[config.mk]
export PLATFORM = sky130hd
export DESIGN_NAME = volume_bar_gen_flat
export DESIGN_NICKNAME = d
export VERILOG_FILES = /design/src/rtl/vol_pkg.sv /design/src/rtl/volume_bar_gen_if.sv /design/src/rtl/peak_window.sv /design/src/rtl/volume_bar_gen.sv /design/src/flat_wrapper.sv
export SDC_FILE = /design/constraint.sdc
export NUM_CORES = 1
export LEC_CHECK = 0
export ABC_AREA = 1
export CAP_MARGIN = 30
export CELL_PAD_IN_SITES_DETAIL_PLACEMENT = 2
export CELL_PAD_IN_SITES_GLOBAL_PLACEMENT = 2
export CORE_AREA = 2 2 112 136
export CTS_CLUSTER_DIAMETER = 150
export DETAILED_ROUTE_END_ITERATION = 16
export DIE_AREA = 0 0 114 138
export PLACE_DENSITY = 0.84
export SKIP_LAST_GASP = 1
export SLEW_MARGIN = 25
export SYNTH_ARGS = -nofsm -noshare
export SYNTH_HDL_FRONTEND = slang
export SYNTH_SLANG_ARGS = --single-unit
export TNS_END_PERCENT = 100
[constraint.sdc]
create_clock -name clk -period 8.2 [get_ports clk]
set_input_delay 0.82 -clock clk [delete_from_list [all_inputs] [get_ports clk]]
set_output_delay 0.82 -clock clk [all_outputs]
set_load 0.02 [all_outputs]
[src/rtl/vol_pkg.sv]
// rtl/vol_pkg.sv - shared OLED geometry, mic constants and level type for the volume bar
package vol_pkg;

    localparam int OLED_W    = 96;
    localparam int OLED_H    = 64;
    localparam int NPIX      = OLED_W * OLED_H;
    localparam int MIC_MID   = 2048;
    localparam int LVL_SHIFT = 6;

    typedef logic [4:0] level_t;

    // Exact floor(v/3) for v < 256; pixel row is (idx>>5)/3 since 96 = 32*3.
    function automatic logic [7:0] div3(input logic [7:0] v);
        return 8'(({9'd0, v} * 17'd171) >> 9);
    endfunction

endpackage

[src/rtl/volume_bar_gen_if.sv]
// rtl/volume_bar_gen_if.sv - sample, control and pixel signals between driver and bar generator
interface volume_bar_gen_if;

    logic        sample_valid;
    logic [11:0] mic_sample;
    logic        freeze;
    logic [12:0] pixel_index;
    logic        enable;
    logic [4:0]  coord;
    logic [4:0]  level;

    modport master (
        output sample_valid, mic_sample, freeze, pixel_index,
        input  enable, coord, level
    );

    modport slave (
        input  sample_valid, mic_sample, freeze, pixel_index,
        output enable, coord, level
    );

endinterface

[src/rtl/peak_window.sv]
// rtl/peak_window.sv - per-window peak amplitude detector emitting a 5-bit level strobe
module peak_window
    import vol_pkg::*;
#(
    parameter int WINDOW = 4000
) (
    input  logic        clk,
    input  logic        reset,
    input  logic        sample_valid_i,
    input  logic [11:0] mic_sample_i,
    output level_t      new_lvl_o,
    output logic        lvl_valid_o
);

    localparam int CW = $clog2(WINDOW);

    logic [CW-1:0] cnt_q;
    logic [10:0]   peak_q;
    level_t        new_lvl_q;
    logic          lvl_valid_q;

    logic [11:0]   diff;
    logic [10:0]   amp;
    logic [10:0]   peak_d;

    // Only a sample of exactly 0 reaches 2048 and needs saturating.
    always_comb begin
        diff   = (mic_sample_i >= 12'(MIC_MID)) ? (mic_sample_i - 12'(MIC_MID))
                                                : (12'(MIC_MID) - mic_sample_i);
        amp    = diff[11] ? 11'h7FF : diff[10:0];
        peak_d = (amp > peak_q) ? amp : peak_q;
    end

    always_ff @(posedge clk) begin
        if (reset) begin
            cnt_q       <= '0;
            peak_q      <= '0;
            new_lvl_q   <= '0;
            lvl_valid_q <= 1'b0;
        end else begin
            lvl_valid_q <= 1'b0;
            if (sample_valid_i) begin
                if (cnt_q == CW'(WINDOW - 1)) begin
                    new_lvl_q   <= level_t'(peak_d >> LVL_SHIFT);
                    lvl_valid_q <= 1'b1;
                    peak_q      <= '0;
                    cnt_q       <= '0;
                end else begin
                    peak_q      <= peak_d;
                    cnt_q       <= cnt_q + CW'(1);
                end
            end
        end
    end

    assign new_lvl_o   = new_lvl_q;
    assign lvl_valid_o = lvl_valid_q;

endmodule

[src/rtl/volume_bar_gen.sv]
// rtl/volume_bar_gen.sv - decaying bar level with peak-hold marker, mapped onto OLED pixels
module volume_bar_gen
    import vol_pkg::*;
#(
    parameter int WINDOW       = 4000,
    parameter int HOLD_WINDOWS = 5,
    parameter int BAR_X0       = 40,
    parameter int BAR_W        = 16
) (
    input  logic                 clk,
    input  logic                 reset,
    volume_bar_gen_if.slave      bus
);

    localparam int HCW = $clog2(HOLD_WINDOWS + 1);

    level_t         new_lvl;
    logic           lvl_valid;

    level_t         disp_q, disp_d;
    level_t         hold_q, hold_d;
    logic [HCW-1:0] hcnt_q, hcnt_d;

    logic           en_q, en_d;
    logic [4:0]     coord_q, coord_d;

    logic [7:0]     row;
    logic [13:0]    x_full;
    logic [4:0]     crow;
    logic [4:0]     seg;
    logic           in_bar;
    logic           lit;

    peak_window #(.WINDOW(WINDOW)) u_peak (
        .clk            (clk),
        .reset          (reset),
        .sample_valid_i (bus.sample_valid),
        .mic_sample_i   (bus.mic_sample),
        .new_lvl_o      (new_lvl),
        .lvl_valid_o    (lvl_valid)
    );

    always_comb begin
        disp_d = disp_q;
        hold_d = hold_q;
        hcnt_d = hcnt_q;
        if (lvl_valid && !bus.freeze) begin
            if (new_lvl >= disp_q) disp_d = new_lvl;
            else                   disp_d = disp_q - 5'd1;

            if (new_lvl >= hold_q) begin
                hold_d = new_lvl;
                hcnt_d = '0;
            end else if (hcnt_q == HCW'(HOLD_WINDOWS - 1)) begin
                if (hold_q != 5'd0) hold_d = hold_q - 5'd1;
            end else begin
                hcnt_d = hcnt_q + HCW'(1);
            end

            // The marker must never sit below the bar top.
            if (hold_d < disp_d) hold_d = disp_d;
        end
    end

    always_comb begin
        row     = div3(bus.pixel_index[12:5]);
        x_full  = {1'b0, bus.pixel_index} - {row, 6'd0} - {1'b0, row, 5'd0};
        crow    = row[5:1];
        seg     = 5'd31 - crow;
        in_bar  = (bus.pixel_index < 13'(NPIX)) &&
                  (x_full >= 14'(BAR_X0)) && (x_full < 14'(BAR_X0 + BAR_W));
        lit     = (seg < disp_q) || ((hold_q != 5'd0) && (seg == hold_q - 5'd1));
        en_d    = in_bar && !row[0] && lit;
        coord_d = in_bar ? crow : 5'd0;
    end

    always_ff @(posedge clk) begin
        if (reset) begin
            disp_q  <= '0;
            hold_q  <= '0;
            hcnt_q  <= '0;
            en_q    <= 1'b0;
            coord_q <= '0;
        end else begin
            disp_q  <= disp_d;
            hold_q  <= hold_d;
            hcnt_q  <= hcnt_d;
            en_q    <= en_d;
            coord_q <= coord_d;
        end
    end

    assign bus.enable = en_q;
    assign bus.coord  = coord_q;
    assign bus.level  = disp_q;

endmodule

[src/flat_wrapper.sv]
// flat-port wrapper written by rule: the top's interface ports become plain ports
module volume_bar_gen_flat import vol_pkg::*;
#(
    parameter int WINDOW       = 4000,
    parameter int HOLD_WINDOWS = 5,
    parameter int BAR_X0       = 40,
    parameter int BAR_W        = 16
)
  (clk, reset, bus_sample_valid, bus_mic_sample, bus_freeze, bus_pixel_index, bus_enable, bus_coord, bus_level);
  volume_bar_gen_if bus_i ();
  input  logic clk;
  input  logic reset;
  input wire logic [$bits(bus_i.sample_valid)-1:0] bus_sample_valid;
  input wire logic [$bits(bus_i.mic_sample)-1:0] bus_mic_sample;
  input wire logic [$bits(bus_i.freeze)-1:0] bus_freeze;
  input wire logic [$bits(bus_i.pixel_index)-1:0] bus_pixel_index;
  output wire logic [$bits(bus_i.enable)-1:0] bus_enable;
  output wire logic [$bits(bus_i.coord)-1:0] bus_coord;
  output wire logic [$bits(bus_i.level)-1:0] bus_level;
  assign bus_i.sample_valid = bus_sample_valid;
  assign bus_i.mic_sample = bus_mic_sample;
  assign bus_i.freeze = bus_freeze;
  assign bus_i.pixel_index = bus_pixel_index;
  assign bus_enable = bus_i.enable;
  assign bus_coord = bus_i.coord;
  assign bus_level = bus_i.level;
  volume_bar_gen #(.WINDOW(WINDOW), .HOLD_WINDOWS(HOLD_WINDOWS), .BAR_X0(BAR_X0), .BAR_W(BAR_W)) u_core (.clk(clk), .reset(reset), .bus(bus_i));
endmodule
---- Word level (Yosys, flattened, before mapping) ----
Index checks and enable logic that the tools add are counted.
word-level totals
  bits of input ports ..................... 29
  output and inout bits ................... 11
  word-level logic and storage cells ...... 66
  bits in registers ....................... 48
operators by class
  multipliers ............................. 1
  order comparisons ....................... 9
  equal/unequal tests ..................... 4
  mux-type cells .......................... 15
  reduce and logical (&&, ||, !) cells .... 16
  add/sub/neg operators ................... 9
  bitwise operators ....................... 2
operators by type and width
  kind                                                  count
  2-to-1 mux 5 bit                                      7
  2-to-1 mux 11 bit                                     3
  2-to-1 mux 12 bit                                     2
  multiplier 8 x 8 -> 16 bit, second input constant     1
  >= comparator 14 x 6 -> 1 bit, second input constant  1
  < comparator 14 x 6 -> 1 bit, second input constant   1
  subtractor 13 x 13 -> 14 bit                          1
  subtractor 14 x 12 -> 14 bit                          1
  < comparator 13 bit, second input constant            1
  adder 12 x 1 -> 12 bit, second input constant         1
  == test 12 bit, second input constant                 1
  >= comparator 12 bit, second input constant           1
  subtractor 12 bit, first input constant               1
  subtractor 12 bit, second input constant              1
  > comparator 11 bit                                   1
  >= comparator 5 bit                                   2
  < comparator 5 bit                                    2
  subtractor 5 x 1 -> 5 bit, second input constant      2
  logical AND 1 bit                                     6
  2-to-1 mux 3 bit                                      2
  AND reduction 2 bit                                   3
  == test 5 bit                                         1
  nonzero test 5 bit                                    1
  subtractor 5 bit, first input constant                1
  other kinds (9)                                       12

---- Depth between registers and ports, before layout ----
Gate-level depths: netlist of the first run.
  word-level depth ........................ 8
  depth in mapped cells ................... 28
  depth with buffers taken out ............ 27

---- Modules after synthesis ----
From an unflattened synthesis of the first run, not the netlist that was laid out.
unflattened totals
  cells, all modules ...................... 785
  area total of the unflattened synthesis .. 5368.9 µm²
by module, submodules not included
  module          cells an instance  area each (µm²)  instances
  volume_bar_gen  500                3422.0           1
  peak_window     285                1946.9           1

---- Worst setup path after synthesis of the first run ----
No wires, ideal clock.
  path type ............................... in2reg
  from .................................... in bus_pixel_index[6]
  to ...................................... reg u_core.coord_q[3], in the netlist u_core.bus.coord[3]
  cell stages on the path ................. 24
  arrival ................................. 5.241 ns
  path slack .............................. 2.889 ns
  required time ........................... 8.130 ns
  setup time .............................. 0.070 ns
  cells stage by stage .................... ha_1 > fa_1 > fa_1 > inv_1 > fa_1 > inv_1 > ha_1 > a21oi_1 > nor2_1 > nor2_1 > nand3_1 > nand2_1 > inv_1 > fa_1 > inv_1 > ha_1 > o21ai_0 > nand2_1 > a21oi_1 > nor2_1 > o21ai_0 > and3_1 > inv_1 > a21oi_1
on the way
  longest elaborated chain between the ends .. 8
  elaborated cells between the ends (all ways) .. 10
ends and longest elaborated chain
  what                                     line                  RTL
  from (decl)                              flat_wrapper.sv:16    input wire logic [$bits(bus_i.pixel_index)-1:0] bus_pixel_index;
  multiplier 8 x 8 -> 16 bit (*)           vol_pkg.sv:14         return 8'(({9'd0, v} * 17'd171) >> 9);
  via u_core.crow[1]                       volume_bar_gen.sv:29  logic [4:0] crow;
  subtractor 13 x 13 -> 14 bit             volume_bar_gen.sv:67  x_full = {1'b0, bus.pixel_index} - {row, 6'd0} - {1'b0, row, 5'd0};
  subtractor 14 x 12 -> 14 bit (*)         volume_bar_gen.sv:67
  >= comparator 14 x 6 -> 1 bit            volume_bar_gen.sv:71  (x_full >= 14'(BAR_X0)) && (x_full < 14'(BAR_X0 + BAR_W));
  logical AND 1 bit                        volume_bar_gen.sv:70  in_bar = (bus.pixel_index < 13'(NPIX)) &&
  logical AND 1 bit (*)                    volume_bar_gen.sv:71
  NOT 1 bit (no source line) (*)           -
  OR reduction 2 bit (no source line) (*)  -
  to (signal assigned)                     volume_bar_gen.sv:89  coord_q <= coord_d;
  to (decl)                                volume_bar_gen.sv:25  logic [4:0] coord_q, coord_d;
Mark *: on every way through the listed nets, which the timed path passes. The rest lies on a longest branch.
A chain may end at the register's enable or synchronous reset.

---- Final worst setup path of the first run ----
  from .................................... in bus_pixel_index[8]
  to ...................................... reg u_core.coord_q[0], in the netlist u_core.bus.coord[0]
Same word-level chain as after synthesis.

==> results.ini, run 1 <==
[outcome]
outcome = complete, no violations

[floorplanning]
dieHeight_um = 138
die_area_um2 = 15730
die_w_um = 114
ios = 40
core_area_um2 = 14590
initial_utilization_pct = 35.03
rows = 49

[final_layout]
area_growth_pct = 14.08
drive_above_1_share_pct = 3.531
utilization_pct = 39.96
nets = 923
n_antenna_cell = 0
nFillCells = 1765

[setup_path]
worstPathArrival_ns = 6.67
worstPathMaxFanout = 5
critical_path_class = input pin to flip-flop
cp-end-kind = flip-flop
cp-start-kind = input pin
crit_required_ns = 8.42

[grt]
grtUsageTotal_pct = 22.43
grt_antenna_before_repair = 0
grt_pass1_vias = 5911
grt_overflow = 0
grt_max_degree = 28
grt_pass1_wl_um = 28490

[power]
clockPowerShare_pct = 19.3
vdd_drop_max_mv = 0.09371
power.leakage_nw = 2.977
finalPower_mw = 1.231
power.density_nw_per_um2 = 211.2
p_int_mw = 0.6662
pwr-share-seq_pct = 19.9
p_switching_mw = 0.5652
p_comb_share_pct = 60.8
switching_share_pct = 45.90

[logic_synthesis]
synth_ff_type = dfxtp_1
synthArstFlopShare_pct = 0
syn_area_per_cell_um2 = 6.779
synth.distinct_cells = 43
netlist_instances = 754
synth.cell_area_um2 = 5111
syn-num-nets = 885
yosysWarningCount = 0
synth-edff-count = 0
synth-seq-cells = 48
yosysSeqAreaShare_pct = 18.80

[drt]
wirelength_um = 16950
drc = 0
wire_per_inst_um = 17.45
routed-via-count = 5113
dr.pass1.iters = 4
antenna_left = 0
dr.first_iter.drc_count = 108
viasPerCell = 5.266

[clocking]
numCtsBuffers = 5
cts_sinks = 48
clkTransAtPathRegs_ns = 0.07
cts_max_level = 2
cts_tree = done
post_cts_buffers = 0
ctsLongestPathBuffers = 2
clk_latency_ns = 0.30
cts_resized = 0
clock-root-buffer = clkbuf_16
ctsHoldBuffers = 0

[placement]
hpwl_um = 14030
post-place-ws_ns = 1.401
gp_congestion = 0.8497
numPortBuffers = 36

[timing]
max_freq_ghz = 0.1549
hold_slack_ns = 0.4773
worst_slew_pin_slew_ns = 0.6940
fin_ws_ns = 1.743
fin_skew_ns = 0.004979
period_needed_ns = 6.457
hold_viol = 0
finalSetupTns_ns = 0
period_share_pct = 78.74
maxSlewViolCount = 0
finalSetupViolations = 0
relSlewSlack_pct = 53.45
rsz0062_at_grt = false

[flow_run]
max_cap_violations = 0

[min_path]
worstHoldPathType = flip-flop to flip-flop

final timing paths:
path                                             start                                   end  slack [ns]  cells after the start
setup / recovery                    bus_pixel_index[8]        u_core.bus.coord[0]$_SDFF_PP0_        1.74                     25
hold / removal    u_core.u_peak.peak_q[9]$_SDFFE_PP0P_  u_core.u_peak.peak_q[9]$_SDFFE_PP0P_        0.48                      2
setup reg to reg      u_core.bus.level[3]$_SDFFE_PP0P_         u_core.hold_q[4]$_SDFFE_PP0P_        4.41                     16
hold reg to reg   u_core.u_peak.peak_q[9]$_SDFFE_PP0P_  u_core.u_peak.peak_q[9]$_SDFFE_PP0P_        0.48                      2
cells in the mapped netlist (2+ instances only):
cell,count,area [um^2]
nor2_2,3,18.77
clkbuf_1,3,11.26
dfxtp_1,48,960.9
o211ai_1,4,30.03
nand3_1,55,275.3
a21oi_1,50,250.2
nand2_2,6,37.54
xor2_1,14,122.6
ha_1,86,1076
inv_1,143,536.8
o21a_1,2,15.01
a211oi_1,3,22.52
xnor2_1,4,35.03
inv_2,2,7.510
and2_1,4,25.02
o21bai_1,3,22.52
buf_4,2,15.01
o21ai_0,31,155.2
nand4_1,15,93.84
nand3b_1,2,15.01
fa_1,16,320.3
nor3b_1,2,15.01
nor3_1,4,20.02
nor2_1,53,198.9
nand2_1,181,679.4
routing by layer:
metal	up-vias	share of wire (%)	GRT usage, %
li1	2500	-	-
met1	2535	38	22.08
met2	52	59	47.21
met3	26	1.6	2.367
met4	0	2.2	6.354
met5	-	0	0
cell type report:
class | count | area (um^2) | area share, %
multi-input combinational | 553 | 3560 | 61.05
clock buffer | 6 | 128.9 | 2.210
timing repair buffer | 38 | 375.4 | 6.438
clock inverter | 2 | 35.03 | 0.6009
sequential | 48 | 960.9 | 16.48
inverter | 146 | 548.0 | 9.399
tap | 178 | 222.7 | 3.820
logic make-up (layout without fill, tap and decap cells):
family          Yosys count  after routing  share of synthesized area [%]
xor+xnor                 18             18                          3.084
compound gates           99             99                          10.58
flops                    48             48                          18.80
simple gates            334            334                          28.67
buf+inv                 153            192                          11.55
fa+ha+maj               102            102                          27.32
worst max-delay path: stages:
cell,delay (ns)
clkdlybuf4s50_1,0.72
ha_1,0.35
fa_1,0.50
fa_1,0.52
inv_1,0.06
fa_1,0.53
inv_1,0.04
ha_1,0.32
nand2_1,0.13
nor2_1,0.07
and2_1,0.15
nand2_1,0.11
nand3_1,0.13
nand2_1,0.10
and2_1,0.30
inv_1,0.14
fa_1,0.38
inv_1,0.07
ha_1,0.26
a21oi_1,0.16
nor2_1,0.06
a211oi_1,0.24
and3_1,0.23
inv_1,0.11
a21oi_1,0.17
cell usage in the layout, fill, tap and decap left out, types with 2 or more instances in the layout:
cell type and instances:
o21ai_0 31, xnor2_1 4, nand3_1 55, buf_4 2, o21bai_1 3, nor2_2 3
clkbuf_16 5, a211oi_1 3, o21a_1 2, nor3_1 4, clkdlybuf4s50_1 36, nand4_1 15
ha_1 86, nand3b_1 2, xor2_1 14, dfxtp_1 48, nor3b_1 2, nor2_1 53
fa_1 16, inv_1 143, a21oi_1 50, o211ai_1 4, nand2_1 181, and2_1 4
nand2_2 6, inv_2 2
through the flow:
stage                     instances  area, um^2
after floorplan                 754        5111
after global placement          963        5667
after detailed placement        963        5667
after CTS                       971        5831
after global routing            971        5831
final                           971        5831
state kept, by name, summed over array words and instances, names as in the netlist:
name	cells
u_core.bus.enable	1
u_core.hcnt_q	3
u_core.hold_q	5
u_core.u_peak.cnt_q	12
u_core.u_peak.new_lvl_o	5
u_core.bus.coord	5
u_core.u_peak.peak_q	11
u_core.u_peak.lvl_valid_o	1
u_core.bus.level	5
power groups by stage:
stage | Clock [mW] | Combinational [mW] | Sequential [mW]
3_5_place_dp | 0 | 0.756 | 0.250
2_1_floorplan | 0 | 0.537 | 0.250
3_3_place_gp | 0 | 0.682 | 0.250
4_1_cts | 0.244 | 0.763 | 0.245
6_report | 0.237 | 0.749 | 0.245
5_1_grt | 0.252 | 0.872 | 0.246
Note: power is estimated with default switching activity, not from simulation.
==> inputs of run 2 (changes only) <==
--- a/config.mk
+++ b/config.mk
@@ -9,11 +9,11 @@
 export CAP_MARGIN = 30
 export CELL_PAD_IN_SITES_DETAIL_PLACEMENT = 2
 export CELL_PAD_IN_SITES_GLOBAL_PLACEMENT = 2
-export CORE_AREA = 2 2 112 136
+export CORE_AREA = 2 2 123 148
 export CTS_CLUSTER_DIAMETER = 150
 export DETAILED_ROUTE_END_ITERATION = 16
-export DIE_AREA = 0 0 114 138
-export PLACE_DENSITY = 0.84
+export DIE_AREA = 0 0 125 150
+export PLACE_DENSITY = 0.75
 export SKIP_LAST_GASP = 1
 export SLEW_MARGIN = 25
 export SYNTH_ARGS = -nofsm -noshare
==> constraint.sdc (replaced) <==
create_clock -name clk -period 5.7 [get_ports clk]
set_input_delay 0.57 -clock clk [delete_from_list [all_inputs] [get_ports clk]]
set_output_delay 0.57 -clock clk [all_outputs]
set_load 0.02 [all_outputs]
==> results.ini, run 2 (same netlist as run 1, synthesis figures left out) <==
[outcome]
outcome = complete, no violations

[final_layout]
largest-register = u_core.u_peak.cnt_q
final_cell_area_um2 = 6220  ; +6.7%
layout_commonest_cell = nand2_1
area_growth_pct = 21.69
drive_above_1_share_pct = 10.92  ; +7.4 points
layout_common_cells = nand2_1 (172), inv_1 (140), ha_1 (84)
nets = 955  ; +3.5%
largest_reg_flops = 12  ; unchanged
n_antenna_cell = 0  ; unchanged
largestRegisters = u_core.u_peak.cnt_q x12, u_core.u_peak.peak_q x11
nFillCells = 2084  ; +18%

[timing]
period_share_pct = 96.52
max_freq_ghz = 0.1818
worst_slew_pin_slew_ns = 0.7216  ; +0.02758 ns
relSlewSlack_pct = 51.60  ; -1.8 points
maxSlewViolCount = 0  ; unchanged
finalSetupTns_ns = 0  ; unchanged
period_needed_ns = 5.502
finalSetupViolations = 0  ; unchanged
hold_viol = 0  ; unchanged
hold_slack_ns = 0.4682  ; -0.009060 ns
fin_skew_ns = 0.005811  ; +0.0008314 ns

[drt]
drc = 0  ; unchanged
wirelength_um = 17360  ; +2.4%
routed-wl-met2_um = 10200  ; +2.7%
dr.pass1.iters = 4  ; unchanged
routed.top_layer = met4
m1WireLength_um = 6572  ; +3.3%
routed-via-count = 5198  ; +1.7%
dr.first_iter.drc_count = 83  ; -23%
wl_met3_um = 294  ; +5.4%
antenna_left = 0  ; unchanged
wire_per_inst_um = 16.63  ; -4.7%
viasPerCell = 4.979  ; -5.4%

[power]
finalPower_mw = 2.133  ; +73%
power.leakage_nw = 3.149  ; +5.8%
power.density_nw_per_um2 = 342.9  ; +62%
vdd_drop_max_mv = 0.1735  ; +85%

[placement]
gp_congestion = 0.8415  ; -0.97%
hpwl_um = 14410  ; +2.7%
numPortBuffers = 36  ; unchanged
place_area_um2 = 5929  ; +4.6%

[setup_path]
cpMostUsedCell = fa_1
crit_required_ns = 5.93  ; -2.49 ns
r2r_start = u_core.bus.level[2]$_SDFFE_PP0P_
reg2reg_depth = 18  ; +2
r2r_setup_slack_ns = 1.98  ; -2.43 ns
worstPathArrival_ns = 5.73  ; -0.94 ns
reg2reg_to = u_core.hold_q[0]$_SDFFE_PP0P_
critical_path_class = input pin to flip-flop
cp-start-kind = input pin
crit_slowest_cell = fa_1
critical-path-max-stage-delay_ns = 0.55  ; -0.17 ns
worstPathMaxFanout = 5  ; unchanged
cp-end-kind = flip-flop
crit_family = adder cells
path_buf_inv = 6  ; unchanged

[clocking]
clock-root-buffer = clkbuf_16
cts_sinks = 48  ; unchanged
cts_max_level = 2  ; unchanged
clkTransAtPathRegs_ns = 0.07  ; about the same
ctsLongestPathBuffers = 2  ; unchanged
numCtsBuffers = 5  ; unchanged
cts_tree = done
clk_latency_ns = 0.30  ; about the same
ctsHoldBuffers = 0  ; unchanged

[grt]
grt_overflow = 0  ; unchanged
grt_pass1_wl_um = 28200  ; -1.0%
grt_pass1_vias = 5864  ; -0.80%
grt_antenna_before_repair = 0  ; unchanged
grt_max_degree = 28  ; unchanged
grtUsageTotal_pct = 18.44  ; -4.0 points

[floorplanning]
initial_utilization_pct = 29.42  ; -5.6 points
die_w_um = 125  ; +9.6%
ios = 40  ; unchanged
die_area_um2 = 18750  ; +19%
rows = 53  ; +8.2%
dieHeight_um = 150  ; +8.7%
core_area_um2 = 17370  ; +19%

[min_path]
min_delay_worst_endpoint = u_core.u_peak.peak_q[10]$_SDFFE_PP0P_
worstHoldPathType = flip-flop to flip-flop
min_delay_path_depth = 2  ; unchanged
holdCritStartpoint = u_core.u_peak.peak_q[10]$_SDFFE_PP0P_

[flow_run]
max_cap_violations = 0  ; unchanged

-- run 2: cell count changes in the layout (fill, tap and decap cells not counted), sizes merged --
| cell | delta |
|---|---|
| buf | +32 |
| bufinv | -1 |
-- run 2: worst max path at each step --
stage	cells past startpoint	slack, ns	endpoint	startpoint
finish	25	0.20	u_core.bus.coord[0]$_SDFF_PP0_	bus_pixel_index[8]
global route	27	-0.12	u_core.bus.coord[0]$_SDFF_PP0_	bus_pixel_index[8]
CTS	25	0.02	u_core.bus.coord[0]$_SDFF_PP0_	bus_pixel_index[8]
detailed placement	25	-0.37	u_core.bus.coord[0]$_SDFF_PP0_	bus_pixel_index[6]
global placement	25	-0.19	u_core.bus.coord[3]$_SDFF_PP0_	bus_pixel_index[6]
floorplan	24	0.64	u_core.bus.coord[3]$_SDFF_PP0_	bus_pixel_index[6]
-- run 2: cell type report --
type	count	area [um^2]	share of cell area, %
clock buffers	6	138.9	2.233
clock inverters	1	8.758	0.1408
inverters	146	548.0	8.811
multi-input cells	553	3672	59.04
flip-flops and latches	48	960.9	15.45
well taps	220	275.3	4.426
repair buffers	70	615.6	9.897
-- run 2: where the power goes --
group	leakage, nW	total, mW	internal [mW]	switching [mW]
Sequential	0.389	0.352	0.346	0.00610
Clock	0.0729	0.306	0.173	0.133
Combinational	2.69	1.47	0.652	0.823
Total	3.15	2.13	1.17	0.961
-- run 2: tightest hold or removal path: stages, from the launching register on --
cell     delay [ns]
dfxtp_1        0.31
nand2_1        0.06
a21oi_1        0.05
-- run 2: repair_timing --
action,4_1_cts,5_1_grt
pin swaps,1,14
setup buffers,1,3
endpoints found under the setup margin,6,6
cloned,0,0
gates resized for setup,3,32
-- run 2: through the flow --
stage	util (%)	instances	setup slack, ns
after floorplan	-	754	0.6389
after global placement	34.13	1033	-0.1870
after detailed placement	34.13	1033	-0.3735
after CTS	35.06	1041	0.02318
after global routing	35.80	1044	-0.1213
final	35.80	1044	0.1984
-- run 2: layer usage --
metal  global-route usage, %  vias to the layer above
met5                       0                        -
met2                   39.62                       45
li1                        -                     2557
met3                   2.002                       16
met1                   18.53                     2580
met4                   4.278                        0
